**src/rtl/rv_bus_pkg.sv**
```systemverilog
// Shared types for the IF/LSU memory bus arbiter: FSM states, owner encoding, default timeout.
package rv_bus_pkg;

  typedef enum logic [1:0] {
    IDLE    = 2'd0,
    BUS_IF  = 2'd1,
    BUS_LSU = 2'd2,
    RESP    = 2'd3
  } arb_state_e;

  localparam logic OWN_IF  = 1'b0;
  localparam logic OWN_LSU = 1'b1;

  localparam int TIMEOUT_DEFAULT = 255;

endpackage

```
**src/rtl/bus_timeout_cnt.sv**
```systemverilog
// Saturating bus-wait counter; expired is a combinational decode of count == TIMEOUT.
// Clear has priority over enable; the count holds once expired.
module bus_timeout_cnt #(
  parameter int TIMEOUT = 255
) (
  input  logic i_clk,
  input  logic i_rst,
  input  logic i_clr,
  input  logic i_en,
  output logic o_expired
);

  localparam int CNT_W = $clog2(TIMEOUT + 1);

  logic [CNT_W-1:0] cnt;

  always_ff @(posedge i_clk or negedge i_rst) begin
    if (!i_rst) begin
      cnt <= '0;
    end else if (i_clr) begin
      cnt <= '0;
    end else if (i_en && !o_expired) begin
      cnt <= cnt + CNT_W'(1);
    end
  end

  assign o_expired = (cnt == CNT_W'(TIMEOUT));

endmodule

```
**src/rtl/mem_bus_arbiter.sv**
```systemverilog
// Fixed-priority (LSU over IF) arbiter onto a req/ack memory bus; at least 3 cycles per access.
// Requesters hold req until their ready pulse; o_stall holds the pipeline while an LSU access is open.
module mem_bus_arbiter
  import rv_bus_pkg::*;
#(
  parameter int ADDR_W  = 32,
  parameter int DATA_W  = 32,
  parameter int TIMEOUT = TIMEOUT_DEFAULT
) (
  input  logic                i_clk,
  input  logic                i_rst,
  input  logic                i_if_req,
  input  logic [ADDR_W-1:0]   i_if_addr,
  output logic                o_if_ready,
  output logic [DATA_W-1:0]   o_if_rdata,
  output logic                o_if_err,
  input  logic                i_lsu_req,
  input  logic                i_lsu_we,
  input  logic [ADDR_W-1:0]   i_lsu_addr,
  input  logic [DATA_W-1:0]   i_lsu_wdata,
  input  logic [DATA_W/8-1:0] i_lsu_be,
  output logic                o_lsu_ready,
  output logic [DATA_W-1:0]   o_lsu_rdata,
  output logic                o_lsu_err,
  output logic                o_stall,
  output logic                o_bus_req,
  output logic                o_bus_we,
  output logic [ADDR_W-1:0]   o_bus_addr,
  output logic [DATA_W-1:0]   o_bus_wdata,
  output logic [DATA_W/8-1:0] o_bus_be,
  input  logic                i_bus_ack,
  input  logic [DATA_W-1:0]   i_bus_rdata
);

  arb_state_e        state, state_nxt;
  logic              owner;
  logic              grant_lsu, grant_if, done;
  logic              cnt_clr, cnt_en, expired;
  logic [DATA_W-1:0] cap_rdata;

  bus_timeout_cnt #(
    .TIMEOUT (TIMEOUT)
  ) u_timeout (
    .i_clk     (i_clk),
    .i_rst     (i_rst),
    .i_clr     (cnt_clr),
    .i_en      (cnt_en),
    .o_expired (expired)
  );

  // The counter already runs in the grant cycle, so the bus is held for at most TIMEOUT cycles.
  always_comb begin
    state_nxt = state;
    grant_lsu = 1'b0;
    grant_if  = 1'b0;
    done      = 1'b0;
    cnt_clr   = 1'b0;
    cnt_en    = 1'b0;
    case (state)
      IDLE: begin
        if (i_lsu_req) begin
          grant_lsu = 1'b1;
          cnt_en    = 1'b1;
          state_nxt = BUS_LSU;
        end else if (i_if_req) begin
          grant_if  = 1'b1;
          cnt_en    = 1'b1;
          state_nxt = BUS_IF;
        end else begin
          cnt_clr   = 1'b1;
        end
      end
      BUS_IF, BUS_LSU: begin
        cnt_en = 1'b1;
        if (i_bus_ack || expired) begin
          done      = 1'b1;
          state_nxt = RESP;
        end
      end
      RESP: begin
        cnt_clr   = 1'b1;
        state_nxt = IDLE;
      end
      default: begin
        cnt_clr   = 1'b1;
        state_nxt = IDLE;
      end
    endcase
  end

  // Stores and timeouts both complete with zero data.
  assign cap_rdata = (i_bus_ack && !o_bus_we) ? i_bus_rdata : '0;

  always_ff @(posedge i_clk or negedge i_rst) begin
    if (!i_rst) begin
      state       <= IDLE;
      owner       <= OWN_IF;
      o_bus_req   <= 1'b0;
      o_bus_we    <= 1'b0;
      o_bus_addr  <= '0;
      o_bus_wdata <= '0;
      o_bus_be    <= '0;
      o_if_rdata  <= '0;
      o_if_err    <= 1'b0;
      o_lsu_rdata <= '0;
      o_lsu_err   <= 1'b0;
    end else begin
      state <= state_nxt;
      if (grant_lsu) begin
        owner       <= OWN_LSU;
        o_bus_req   <= 1'b1;
        o_bus_we    <= i_lsu_we;
        o_bus_addr  <= i_lsu_addr;
        o_bus_wdata <= i_lsu_wdata;
        o_bus_be    <= i_lsu_be;
      end else if (grant_if) begin
        owner       <= OWN_IF;
        o_bus_req   <= 1'b1;
        o_bus_we    <= 1'b0;
        o_bus_addr  <= i_if_addr;
        o_bus_wdata <= '0;
        o_bus_be    <= '1;
      end else if (done) begin
        o_bus_req   <= 1'b0;
      end
      if (done) begin
        if (owner == OWN_LSU) begin
          o_lsu_rdata <= cap_rdata;
          o_lsu_err   <= ~i_bus_ack;
        end else begin
          o_if_rdata  <= cap_rdata;
          o_if_err    <= ~i_bus_ack;
        end
      end
    end
  end

  assign o_if_ready  = (state == RESP) && (owner == OWN_IF);
  assign o_lsu_ready = (state == RESP) && (owner == OWN_LSU);
  assign o_stall     = i_lsu_req & ~o_lsu_ready;

endmodule
```
**config.mk**
```make
export PLATFORM = sky130hd
export DESIGN_NAME = mem_bus_arbiter
export DESIGN_NICKNAME = d
export VERILOG_FILES = /design/src/rtl/rv_bus_pkg.sv /design/src/rtl/bus_timeout_cnt.sv /design/src/rtl/mem_bus_arbiter.sv
export SDC_FILE = /design/constraint.sdc
export NUM_CORES = 1
export LEC_CHECK = 0
export CORE_MARGIN = 5
export CORE_UTILIZATION = 44
export CTS_CLUSTER_SIZE = 14
export DETAILED_ROUTE_END_ITERATION = 12
export PLACE_DENSITY = 0.87
export SETUP_SLACK_MARGIN = 0.2
export SYNTH_ARGS = -nofsm -noshare
export SYNTH_HDL_FRONTEND = slang
export SYNTH_SLANG_ARGS = --single-unit
```
**constraint.sdc**
```tcl
create_clock -name i_clk -period 2.55 [get_ports i_clk]
set_input_delay 0.51 -clock i_clk [delete_from_list [all_inputs] [get_ports i_clk]]
set_output_delay 0.51 -clock i_clk [all_outputs]
set_load 0.05 [all_outputs]
```
### After elaboration in Yosys (flattened, before gate mapping)

Index checks and enable logic that the tools add are counted.

| cells by class | value |
|---|---|
| bitwise operators | 4 |
| multiplexer cells | 31 |
| reduce and logical (&&, ||, !) cells | 15 |
| add/sub/neg operators | 1 |
| equal/unequal tests | 6 |

Operators with widths:

| kind | count |
|---|---|
| two-way mux 32 bit | 5 |
| two-way mux 1 bit | 16 |
| two-way mux 8 bit | 2 |
| adder 8 x 1 -> 8 bit (second input constant) | 1 |
| equality test 8 bit (second input constant) | 1 |
| two-way mux 4 bit | 2 |
| two-way mux 2 bit | 3 |
| case mux 2 bit (3 select lines) | 1 |
| AND reduction 2 bit | 3 |
| equality test 2 bit (second input constant) | 2 |
| logical AND 1 bit | 4 |
| case mux 1 bit (2 select lines) | 2 |
| nonzero test 2 bit | 2 |
| inequality test 3 bit (second input constant) | 1 |
| NOT 1 bit | 3 |
| nonzero test 3 bit | 1 |
| equality test 2 x 1 -> 1 bit (second input constant) | 1 |
| zero test 1 bit | 2 |
| zero test 2 bit | 1 |
| inequality test 2 bit (second input constant) | 1 |
| OR reduction 2 bit | 1 |
| AND 1 bit | 1 |
| logical OR 1 bit | 1 |

| word-level totals | value |
|---|---|
| output and inout bits | 139 |
| register bits | 147 |
| logic and storage cells | 69 |
| bits of input ports | 138 |

### Depth between registers and ports, before layout

| depth | value |
|---|---|
| depth in word-level cells | 7 |
| depth in mapped cells | 8 |
| depth with buffers taken out | 6 |

### Cells and area by module

From an unflattened synthesis, not the netlist that was laid out.

| unflattened totals | value |
|---|---|
| cells, all modules | 525 |
| area total of the unflattened synthesis | 6256.0 µm² |

Modules (own cells, without submodules):

| module | area an instance (µm²) | instances | cells an instance | sequential area each (µm²) |
|---|---|---|---|---|
| mem_bus_arbiter | 5786.8 | 1 | 478 | 3478.3 |
| bus_timeout_cnt | 469.2 | 1 | 47 | 200.2 |

### Least setup slack after synthesis

No wires, ideal clock.

| path | value |
|---|---|
| path type | reg-to-output |
| start | reg state[0] |
| end | out o_stall |
| cell stages (with the launch flop) | 4 |
| slack | 0.403 ns |
| arrival time | 1.637 ns |
| data required time | 2.040 ns |
| path buffers | 0 |
| cell sequence | dfrtp_1 > ha_1 > and2_1 > nor2_1 |

| between the ends | value |
|---|---|
| cells in the longest elaborated chain, start to end | 4 |

Ends and longest elaborated chain:

| what | line | RTL |
|---|---|---|
| start, declared | mem_bus_arbiter.sv:35 | `arb_state_e state, state_nxt;` |
| start signal, assigned | mem_bus_arbiter.sv:108 | `state <= state_nxt;` |
| equality test 2 bit | mem_bus_arbiter.sv:139 | `assign o_lsu_ready = (state == RESP) && (owner == OWN_LSU);` |
| logical AND 1 bit | mem_bus_arbiter.sv:139 |  |
| named net o_lsu_ready | mem_bus_arbiter.sv:22 | `output logic o_lsu_ready,` |
| NOT 1 bit | mem_bus_arbiter.sv:140 | `assign o_stall = i_lsu_req & ~o_lsu_ready;` |
| AND 1 bit | mem_bus_arbiter.sv:140 |  |
| end, declared | mem_bus_arbiter.sv:25 | `output logic o_stall,` |

The timed path passes the listed nets, and every way through them passes these cells.

### Worst setup path in the final report

| path | value |
|---|---|
| start | reg state[0] |
| end | out o_lsu_ready |

| between the ends | value |
|---|---|
| cells in the longest elaborated chain, start to end | 2 |

Ends and longest elaborated chain:

| what | line |
|---|---|
| equality test 2 bit | mem_bus_arbiter.sv:139 |
| logical AND 1 bit | mem_bus_arbiter.sv:139 |
| end, declared | mem_bus_arbiter.sv:22 |

No other way between the ends.

==> run metrics <==
Critical Path RT 2.04 ns; Max Transition Viols Final 0; pin count of the biggest net entering global routing 66; power per cell area 1560 nW/um2; worst hold path class in -> async; Seq/Total Area, Yosys 63.6%; vias in the first global route 5,425; Num CTS Buffers 17; Routed WL 18.4 mm; clock latency on the worst-skew pair 0.40 ns; Top Ports 277; Synth Register Bits 147; Cell Area, Synth 5780 um2; Initial Util 45.3%; setup_tns 0 ns; EDFF count, synth 0; CP startpoint state[0]; DR vias 5,221; syn_area_per_cell 11.8 um2; internal power 7.82 mW; global-route wire length before repair 29.4 mm; Seq pwr share 27.1%; worst hold slack 0.0148 ns; Layout Nets 902; die width 125 um; First-pass DRT Iterations 7; net switching power 6.79 mW; final setup vio count 0; worst reg-to-reg path cell count 6; Setup CP Type reg -> out; CTS Root Cell clkbuf_16; clk_skew 0.00639 ns; hpwl dp 13.4 mm; Die Ht 125 um; # Post-CTS Setup Buffers 0; sw frac 46.5%; MaxCap Viol Count 0; share of cells above drive strength 1 6.88%; initial antenna violation count 1; Async SR Flop Fraction 100%; Distinct cells, synth 37; Comb pwr share 55.3%; DRC 0; Via density 5.54; pre-CTS WS 0.240 ns; Clk network pwr share 17.7%; final worst-path cycle share 88.3%; # H-tree levels 4; Final Core Density 73.2%; setup ws final 0.298 ns; clk slew on worst S/H paths 0.06 ns; TritonCTS clock tree yes; 1st-iter DRT viols 404; final number of hold-violating endpoints 0; Core Box Area 12,800 um2; GR Overflow Total 0; routability-driven placement congestion ratio 0.828; f_max 444 MHz; outcome finished clean; cell leakage power 4.09 nW; kind of end point of the critical path primary output; clk sinks 147; R2R Setup Slk 0.35 ns; crit path time final 2.25 ns; worst slew pin tran 0.613 ns; IO Port Bufs 276; worst-path maximum fanout 4; full die area 15,500 um2; Routed Antenna Nets 0; total track usage 23.6%; crit path DAT 1.74 ns; worst reg2reg endpoint u_timeout.cnt[5]; RSZ-0062 raised after global routing false; Design Power 14.6 mW; drt wl/cell 19.6 um; Mapped Cells 489; Reg2Reg Launch Point state[1]; Ant. Diodes 0; max_slew headroom 59.2%; clk buf depth 2; Max IR drop VDD 0.929 mV; Rows 41; Ys Warns 0; Setup crit start kind register; Synthesized Nets 631; CP endpoint o_lsu_ready; Main synth FF type dfrtp_1; Layout area overhead 61.8%
power groups by stage:
stage               sequential [mW]  combinational, mW  clock [mW]
CTS                            3.95               8.13        2.64
detailed placement             3.96               8.11           0
finish                         3.96               8.07        2.58
global placement               3.92               7.95           0
global route                   4.08               8.48        2.74
floorplan                      7.06               2.13           0
synth_stat cells (3+ instances only):
cell type	number	area, um2
dfrtp_1	147	3680
a21oi_1	11	55.1
a22o_1	97	850
inv_1	5	18.8
a31oi_1	33	206
ha_1	4	50.1
o21ai_0	7	35.0
nand2_1	71	267
clkbuf_1	18	67.6
nand2b_1	3	18.8
o22a_1	4	35.0
buf_1	4	15.0
nor2b_1	4	25.0
or3_1	4	25.0
buf_2	14	70.1
nor2_1	34	128
nand3_1	4	20.0
routing by layer:
metal / routed length (um) / part of all wire (%) / track usage, % / up-vias
met5: 13 / 0.071 / 0 / -
met1: 7480 / 41 / 29.1 / 2576
li1: - / - / - / 2328
met4: 323 / 1.8 / 7.61 / 2
met3: 1760 / 9.6 / 9.01 / 28
met2: 8850 / 48 / 38.4 / 287
logic make-up (layout without fill, tap and decap cells):
group,count (synthesis),in the layout,share of synthesized area (%)
buf+inv,42,323,3.16
flops,147,147,63.6
compound gates,163,163,22.0
mux,2,2,0.368
fa+ha+maj,4,4,0.866
xor+xnor,1,1,0.152
simple gates,130,130,9.85
state kept, by name, indices dropped and copies added (netlist names):
name           flops
o_lsu_rdata       32
o_bus_addr        32
o_bus_req          1
owner              1
u_timeout.cnt      8
o_if_rdata        32
o_if_err           1
o_bus_be           4
state              2
o_bus_we           1
o_lsu_err          1
o_bus_wdata       32
through the flow:
stage	cells	area [um2]
global route	942	9360
detailed placement	913	8750
global placement	913	8750
CTS	942	9360
finish	942	9360
floorplan	489	5780
area by class of cell:
class / count / area (um2)
sequential: 147 / 3680
multi-input combinational: 300 / 1940
timing repair buffer: 289 / 2890
clock inverter: 10 / 159
inverter: 5 / 18.8
clock buffer: 19 / 453
fill: 821 / 3420
tap: 172 / 215
worst min-delay path by stage:
stage,slack [ns],start,depth (start not counted),endpoint
6_report,0.01,i_rst,1,o_if_rdata[13]
2_1_floorplan,0.21,i_rst,0,o_bus_addr[0]
3_3_place_gp,0.44,i_rst,1,o_lsu_rdata[14]
4_1_cts,0.02,i_rst,1,o_if_rdata[13]
5_1_grt,0.04,i_rst,1,o_if_rdata[13]
3_5_place_dp,0.45,i_rst,1,o_if_rdata[13]
critical path, cell delays in order, from the launching register on:
cell and delay, ns:
dfrtp_1 0.41, ha_1 0.22, and2_1 0.16, dlygate4sd2_1 0.55
repair_timing:
action	4_1_cts	5_1_grt
setup endpoints to repair	3	0
gates resized for setup	3	0
endpoints found under the hold margin	0	0
hold buffers	0	0
cells in the final DEF (no fill, tap or decap), types with 5 or more instances in the layout:
cell / Yosys / final
a21oi_1: 11 / 11
a22o_1: 97 / 97
a31oi_1: 33 / 33
buf_4: 0 / 11
clkbuf_16: 0 / 17
clkdlybuf4s50_1: 0 / 271
dfrtp_1: 147 / 147
inv_1: 5 / 5
nand2_1: 71 / 71
nor2_1: 34 / 34
o21ai_0: 7 / 7
Note: power is estimated with default switching activity, not from simulation.
